$ cat src/rtl/exe_mem_pipe_skid_pkg.sv
// Shared defaults and helpers for the EX->MEM pipeline register with skid buffer.
// The lane count, data width and register address width are the defaults used by the top module.
package exe_mem_pipe_skid_pkg;

  localparam int unsigned LANES_DEF   = 2;
  localparam int unsigned D_WIDTH_DEF = 32;
  localparam int unsigned WA_W_DEF    = 4;

  // Number of slots between EX and MEM: one main slot and one skid slot.
  localparam int unsigned SLOT_COUNT  = 2;

endpackage

$ cat src/rtl/exe_mem_pipe_skid_lane_kill.sv
// Kill mask for younger lanes in a bundle.
// A lane is killed when any older valid lane in the same bundle takes a branch.
module lane_kill_mask #(
  parameter int unsigned LANES = 2
) (
  input  logic [LANES-1:0] lane_vld,
  input  logic [LANES-1:0] pcsrc,
  output logic [LANES-1:0] kill
);

  // Prefix OR of the taken branches in older lanes; lane 0 is never killed.
  always_comb begin : prefix_or
    logic taken;
    taken = 1'b0;
    kill  = '0;
    for (int unsigned i = 0; i < LANES; i++) begin
      kill[i] = taken;
      taken   = taken | (lane_vld[i] & pcsrc[i]);
    end
  end

endmodule

$ cat src/rtl/exe_mem_pipe_skid.sv
// N-lane EX->MEM pipeline register with a 2-entry skid buffer.
// Adds synchronous flush and kills lanes that sit behind a taken branch in the same bundle.
module exe_mem_pipe_skid
  import exe_mem_pipe_skid_pkg::*;
#(
  parameter int unsigned LANES   = LANES_DEF,
  parameter int unsigned D_WIDTH = D_WIDTH_DEF,
  parameter int unsigned WA_W    = WA_W_DEF
) (
  input  logic                     clk,
  input  logic                     rst_n,
  input  logic                     i_flush,
  input  logic                     i_valid,
  output logic                     o_ready,
  input  logic [LANES-1:0]         i_lane_vld,
  input  logic [LANES-1:0]         i_pcsrc,
  input  logic [LANES-1:0]         i_regwrite,
  input  logic [LANES-1:0]         i_memtoreg,
  input  logic [LANES-1:0]         i_memwrite,
  input  logic [LANES*D_WIDTH-1:0] i_alu_result,
  input  logic [LANES*D_WIDTH-1:0] i_write_data,
  input  logic [LANES*WA_W-1:0]    i_wa3,
  output logic                     o_valid,
  input  logic                     i_ready,
  output logic [LANES-1:0]         o_lane_vld,
  output logic [LANES-1:0]         o_pcsrc,
  output logic [LANES-1:0]         o_regwrite,
  output logic [LANES-1:0]         o_memtoreg,
  output logic [LANES-1:0]         o_memwrite,
  output logic [LANES*D_WIDTH-1:0] o_alu_result,
  output logic [LANES*D_WIDTH-1:0] o_write_data,
  output logic [LANES*WA_W-1:0]    o_wa3
);

  typedef struct packed {
    logic                     vld;
    logic [LANES-1:0]         lane_vld;
    logic [LANES-1:0]         pcsrc;
    logic [LANES-1:0]         regwrite;
    logic [LANES-1:0]         memtoreg;
    logic [LANES-1:0]         memwrite;
    logic [LANES*D_WIDTH-1:0] alu_result;
    logic [LANES*D_WIDTH-1:0] write_data;
    logic [LANES*WA_W-1:0]    wa3;
  } slot_t;

  // Invalidate a slot: valid and control bits drop, data fields hold.
  function automatic slot_t clear_ctrl(input slot_t s);
    slot_t r;
    r          = s;
    r.vld      = 1'b0;
    r.lane_vld = '0;
    r.pcsrc    = '0;
    r.regwrite = '0;
    r.memtoreg = '0;
    r.memwrite = '0;
    return r;
  endfunction

  logic [LANES-1:0] kill_c;
  logic [LANES-1:0] cv_c;
  slot_t            in_c;
  logic             bubble_c;
  logic             in_fire_c;
  logic             out_fire_c;

  slot_t            m_q;
  slot_t            s_q;
  slot_t            m_d;
  slot_t            s_d;
  logic             ready_q;
  logic             ready_d;

  lane_kill_mask #(
    .LANES (LANES)
  ) u_kill (
    .lane_vld (i_lane_vld),
    .pcsrc    (i_pcsrc),
    .kill     (kill_c)
  );

  // Captured bundle: control bits are gated by the surviving lane valid, data passes ungated.
  always_comb begin
    cv_c                = i_lane_vld & ~kill_c;
    in_c.vld            = 1'b1;
    in_c.lane_vld       = cv_c;
    in_c.pcsrc          = i_pcsrc & cv_c;
    in_c.regwrite       = i_regwrite & cv_c;
    in_c.memtoreg       = i_memtoreg & cv_c;
    in_c.memwrite       = i_memwrite & cv_c;
    in_c.alu_result     = i_alu_result;
    in_c.write_data     = i_write_data;
    in_c.wa3            = i_wa3;
    bubble_c            = ~|cv_c;
    in_fire_c           = i_valid & ready_q;
    out_fire_c          = m_q.vld & i_ready;
  end

  // Slot update; o_ready tracks the next skid occupancy so it never depends on i_ready combinationally.
  always_comb begin
    m_d     = m_q;
    s_d     = s_q;
    ready_d = ready_q;
    if (i_flush) begin
      m_d     = clear_ctrl(m_q);
      s_d     = clear_ctrl(s_q);
      ready_d = 1'b1;
    end else if (s_q.vld && out_fire_c) begin
      m_d     = s_q;
      s_d     = clear_ctrl(s_q);
      ready_d = 1'b1;
    end else if (in_fire_c && !bubble_c && (!m_q.vld || out_fire_c)) begin
      m_d     = in_c;
    end else if (in_fire_c && !bubble_c) begin
      s_d     = in_c;
      ready_d = 1'b0;
    end else if (out_fire_c) begin
      m_d     = clear_ctrl(m_q);
    end
  end

  always_ff @(posedge clk or negedge rst_n) begin
    if (!rst_n) begin
      m_q     <= '0;
      s_q     <= '0;
      ready_q <= 1'b1;
    end else begin
      m_q     <= m_d;
      s_q     <= s_d;
      ready_q <= ready_d;
    end
  end

  assign o_ready      = ready_q;
  assign o_valid      = m_q.vld;
  assign o_lane_vld   = m_q.lane_vld;
  assign o_pcsrc      = m_q.pcsrc;
  assign o_regwrite   = m_q.regwrite;
  assign o_memtoreg   = m_q.memtoreg;
  assign o_memwrite   = m_q.memwrite;
  assign o_alu_result = m_q.alu_result;
  assign o_write_data = m_q.write_data;
  assign o_wa3        = m_q.wa3;

endmodule

$ cat config.mk
export PLATFORM = sky130hd
export DESIGN_NAME = exe_mem_pipe_skid
export DESIGN_NICKNAME = d
export VERILOG_FILES = /design/src/rtl/exe_mem_pipe_skid_pkg.sv /design/src/rtl/exe_mem_pipe_skid_lane_kill.sv /design/src/rtl/exe_mem_pipe_skid.sv
export SDC_FILE = /design/constraint.sdc
export NUM_CORES = 1
export LEC_CHECK = 0
export ABC_AREA = 1
export CAP_MARGIN = 20
export CORE_ASPECT_RATIO = 0.75
export CORE_MARGIN = 2
export CORE_UTILIZATION = 45
export CTS_CLUSTER_SIZE = 16
export DETAILED_ROUTE_END_ITERATION = 12
export GPL_TIMING_DRIVEN = 0
export PLACE_DENSITY = 0.75
export SETUP_SLACK_MARGIN = 0.3
export SLEW_MARGIN = 20
export SYNTH_ARGS = -nofsm -noshare
export SYNTH_HDL_FRONTEND = slang
export SYNTH_SLANG_ARGS = --single-unit
$ cat constraint.sdc
create_clock -name clk -period 3.4 [get_ports clk]
set_clock_uncertainty 0.1 [all_clocks]
set_input_delay 0.51 -clock clk [delete_from_list [all_inputs] [get_ports clk]]
set_output_delay 0.51 -clock clk [all_outputs]
set_load 0.005 [all_outputs]
==> results.md <==
- Setup WS pre-CTS: 0.443 ns
- Die area: 30600 µm²
- Adder-cell share of the synthesized area: 0%
- Data arrival, critical path: approximately 2.8 ns
- Vias in the first global route: 12000
- Slew Limit Fails: 0
- Setup crit start: i_lane_vld[0]
- DR pass1 iterations: 5
- FF-to-FF setup slack: 1.17 ns
- RePlAce Congestion: about 0.86
- Num rows: 54
- Combinational Power Share: 18.2%
- FF+latch count, synth: 295
- Internal Pwr Total: 6.95 mW
- Design Power: ~9.5 mW
- CTS Root Cell: clkbuf_16
- Number of H-tree levels: 1
- Main combinational cell family by area after synthesis: simple AND/OR/NAND/NOR gates
- Clk_lat worst skew: 0.55 ns
- Area growth syn-to-layout: 34.6%
- Io pins: around 300
- NetSw: approximately 2.6 mW
- Period Utilization, post-route: 72.2%
- Xor/xnor share of the synthesized area: 0%
- RSZ-0062 raised after global routing: false
- Iteration-0 DRC Markers: 808
- Final Critical Period: 2.46 ns
- Mapped Area: ~13000 µm²
- Worst Slack Setup Final: 0.944 ns
- Synth Net Count: 1868
- DR vias: 12300
- Min-Delay Path Class: reg -> reg
- Crit-path cells: clkdlybuf4s50_1 > inv_2 > nand2_1 > nand2_1 > nor2_4 > o21ai_4 > clkbuf_1 > nand2_1 > nand2_1
- Hold depth: 2
- CTS Sinks: 295
- Remaining DRCs: 0
- Multi-input gate area: approximately 5000 µm²
- Worst slew margin: 51.6%
- Crit-path slowest cell: clkdlybuf4s50_1
- Final Hold Fails: 0
- Layout cells sized above 1: 5.30%
- Total Routing Usage GR: 25.5%
- WL per Instance: between 15 and 20 µm
- TritonCTS clock tree: built
- Worst r2r src: o_valid$_DFFE_PN0P_
- Port bufs: between 200 and 300
- Register area: 7380 µm²
- Initial Util: 45.5%
- Via-to-Cell Ratio: between 4 and 5
- CTS buffer count: 30
- Largest net degree at the start of global routing: 85
- Static leakage: ~9.2 nW
- Compound-gate portion of the synthesized area: 7.53%
- Seq/Total Area, Yosys: 56.1%
- Critical path data required time: 3.79 ns
- Max incr delay on CP: between 0.6 and 0.7 ns
- Die boundary width: 201 µm
- Highest metal layer with signal wires: met5
- Met2 WL: around 17 mm
- Switch share: a little over a quarter
- First-pass GRT wire length: approximately 63 mm
- CP Launch Type: primary input
- Cells after Synth: 1717
- Clock power share: 34.5%
- DRT Wirelength: a little under 40 mm
- Worst path top cell family by delay: buffers and inverters
- Clock Path Buffers: 3
- Initial antenna violation count: 6
- Met1 WL: 17.8 mm
- Run status: complete, no violations
- Clock transition at the registers of the reported paths: 0.06 ns
- Mux contribution to synthesized area: 0%
- GRT overflow: 0
- Slew at the pin with the worst max-slew slack: 0.726 ns
- Worst IR Drop VDD: ~370 µV
- Post-DP HPWL: about 27 mm
- Yosys cell types: 18
- Pwr/cell area: 537 nW/µm²
- Critical Path End Type: flop
- Sequential share of power: 47.3%
- Crit path depth: 9
- Max FO, Critical Path: 10
- Worst Hold Launch: o_wa3[6]$_DFFE_PN0P_
- Simple-Gate Fraction of Synth Area: slightly above 30%
- Met3 wire length: 3.04 mm
- CP bufs+invs: 3
- Max_cap viols: 0
- Crit Path Class: in -> reg
- F_max: just over 0.4 GHz
- CORE AREA: 28900 µm²
- Yosys warns: 0
- Die height: about 150 µm
- Average cell area after synthesis: 7.66 µm²
- Worst reg-to-reg path cell count: 7
- Routed Antenna Nets: 0
- Filler Cells Inserted: between 2000 and 3000
- Nets: ~2200
- Final setup fails: 0
- Fin Setup TNS: 0 ns
- Crit path top cell by count: nand2_1
[routing by layer]
| layer | vias to the layer above | GRT usage, % |
|---|---|---|
| li1 | 5979 | - |
| met1 | 5747 | 37.0 |
| met2 | 456 | 38.8 |
| met3 | 76 | 5.34 |
| met4 | 2 | 7.04 |
| met5 | - | 0 |
[state kept, by name, indices dropped and copies added (netlist names)]
register / count
o_memwrite: 2
s_q: 147
o_pcsrc: 2
o_valid: 1
o_memtoreg: 2
o_regwrite: 2
o_ready: 1
o_alu_result: 64
o_write_data: 64
o_lane_vld: 2
o_wa3: 8
[placed cells by master, fill, tap and decap left out, drive strengths merged, types with 4 or more instances in the layout]
cell type	Yosys	layout
o22ai	39	39
nand3	20	20
clkbuf	47	98
nor2	5	5
clkdlybuf4s50	0	297
diode	0	4
dfrtp	294	294
nand2	1048	1048
buf	60	64
o21ai	144	144
inv	55	55
[what timing repair did]
item,in CTS,in global routing
gates resized for setup,0,0
buffers inserted,0,0
endpoints found under the setup margin,0,0
hold buffers,1,0
endpoints found under the hold margin,82,0
[power groups by stage]
| stage | registers, mW | logic (mW) | clock network (mW) |
|---|---|---|---|
| floorplan | 4.51 | 0.742 | 0 |
| global placement | 4.54 | 1.66 | 0 |
| detailed placement | 4.54 | 1.72 | 0 |
| CTS | 4.49 | 1.74 | 3.34 |
| global route | 4.57 | 1.94 | 3.47 |
| finish | 4.50 | 1.73 | 3.28 |
[cell usage after synthesis (all sizes together)]
master	instances	area share, %
buf	60	2.5
o22ai	39	1.9
nand2	1048	30
nand3	20	0.76
nor2	5	0.26
dfstp	1	0.20
or2	1	0.048
a21oi	3	0.11
o21ai	144	5.6
dfrtp	294	56
clkbuf	47	1.3
inv	55	1.6
[metrics by stage]
| step | cell area, µm² | instances | hold WS, ns | util (%) |
|---|---|---|---|---|
| after global routing | 17700 | 2467 | 0.390 | 61.2 |
| after CTS | 17700 | 2466 | 0.373 | 61.2 |
| after global placement | 16600 | 2407 | 0.355 | 57.5 |
| after floorplan | 13200 | 1717 | 0.114 | - |
| final | 17700 | 2470 | 0.369 | 61.2 |
| after detailed placement | 16700 | 2410 | 0.358 | 57.8 |
[kinds of logic after synthesis]
| kind of cell | count (synthesis) |
|---|---|
| AOI/OAI and AO/OA | 186 |
| DFF | 295 |
| buffers and inverters | 162 |
| and+or+nand+nor | 1074 |
[final timing paths]
path,end
worst max register to register,o_alu_result[51]$_DFFE_PN0P_
worst min-delay path,o_wa3[6]$_DFFE_PN0P_
min in group asynchronous,o_alu_result[49]$_DFFE_PN0P_
worst max-delay path,o_wa3[7]$_DFFE_PN0P_
max in group asynchronous,s_q[64]$_DFFE_PN0P_
worst min register to register,o_wa3[6]$_DFFE_PN0P_
[area by class of cell]
class,instances,area share (%)
repair buffers,302,17.4
clock buffers,51,5.20
clock inverters,4,0.268
well taps,392,2.77
multi-input cells,1260,28.6
flip-flops and latches,295,41.7
inverters,55,1.17
plain buffers,107,2.85
diodes,4,0.0565
[worst min-delay path: cells and delay by family (launching register included)]
family           cells  cell delay [ns]
and+or+nand+nor      2             0.09
DFF                  1             0.34
Power figures use the tool's default switching activity.
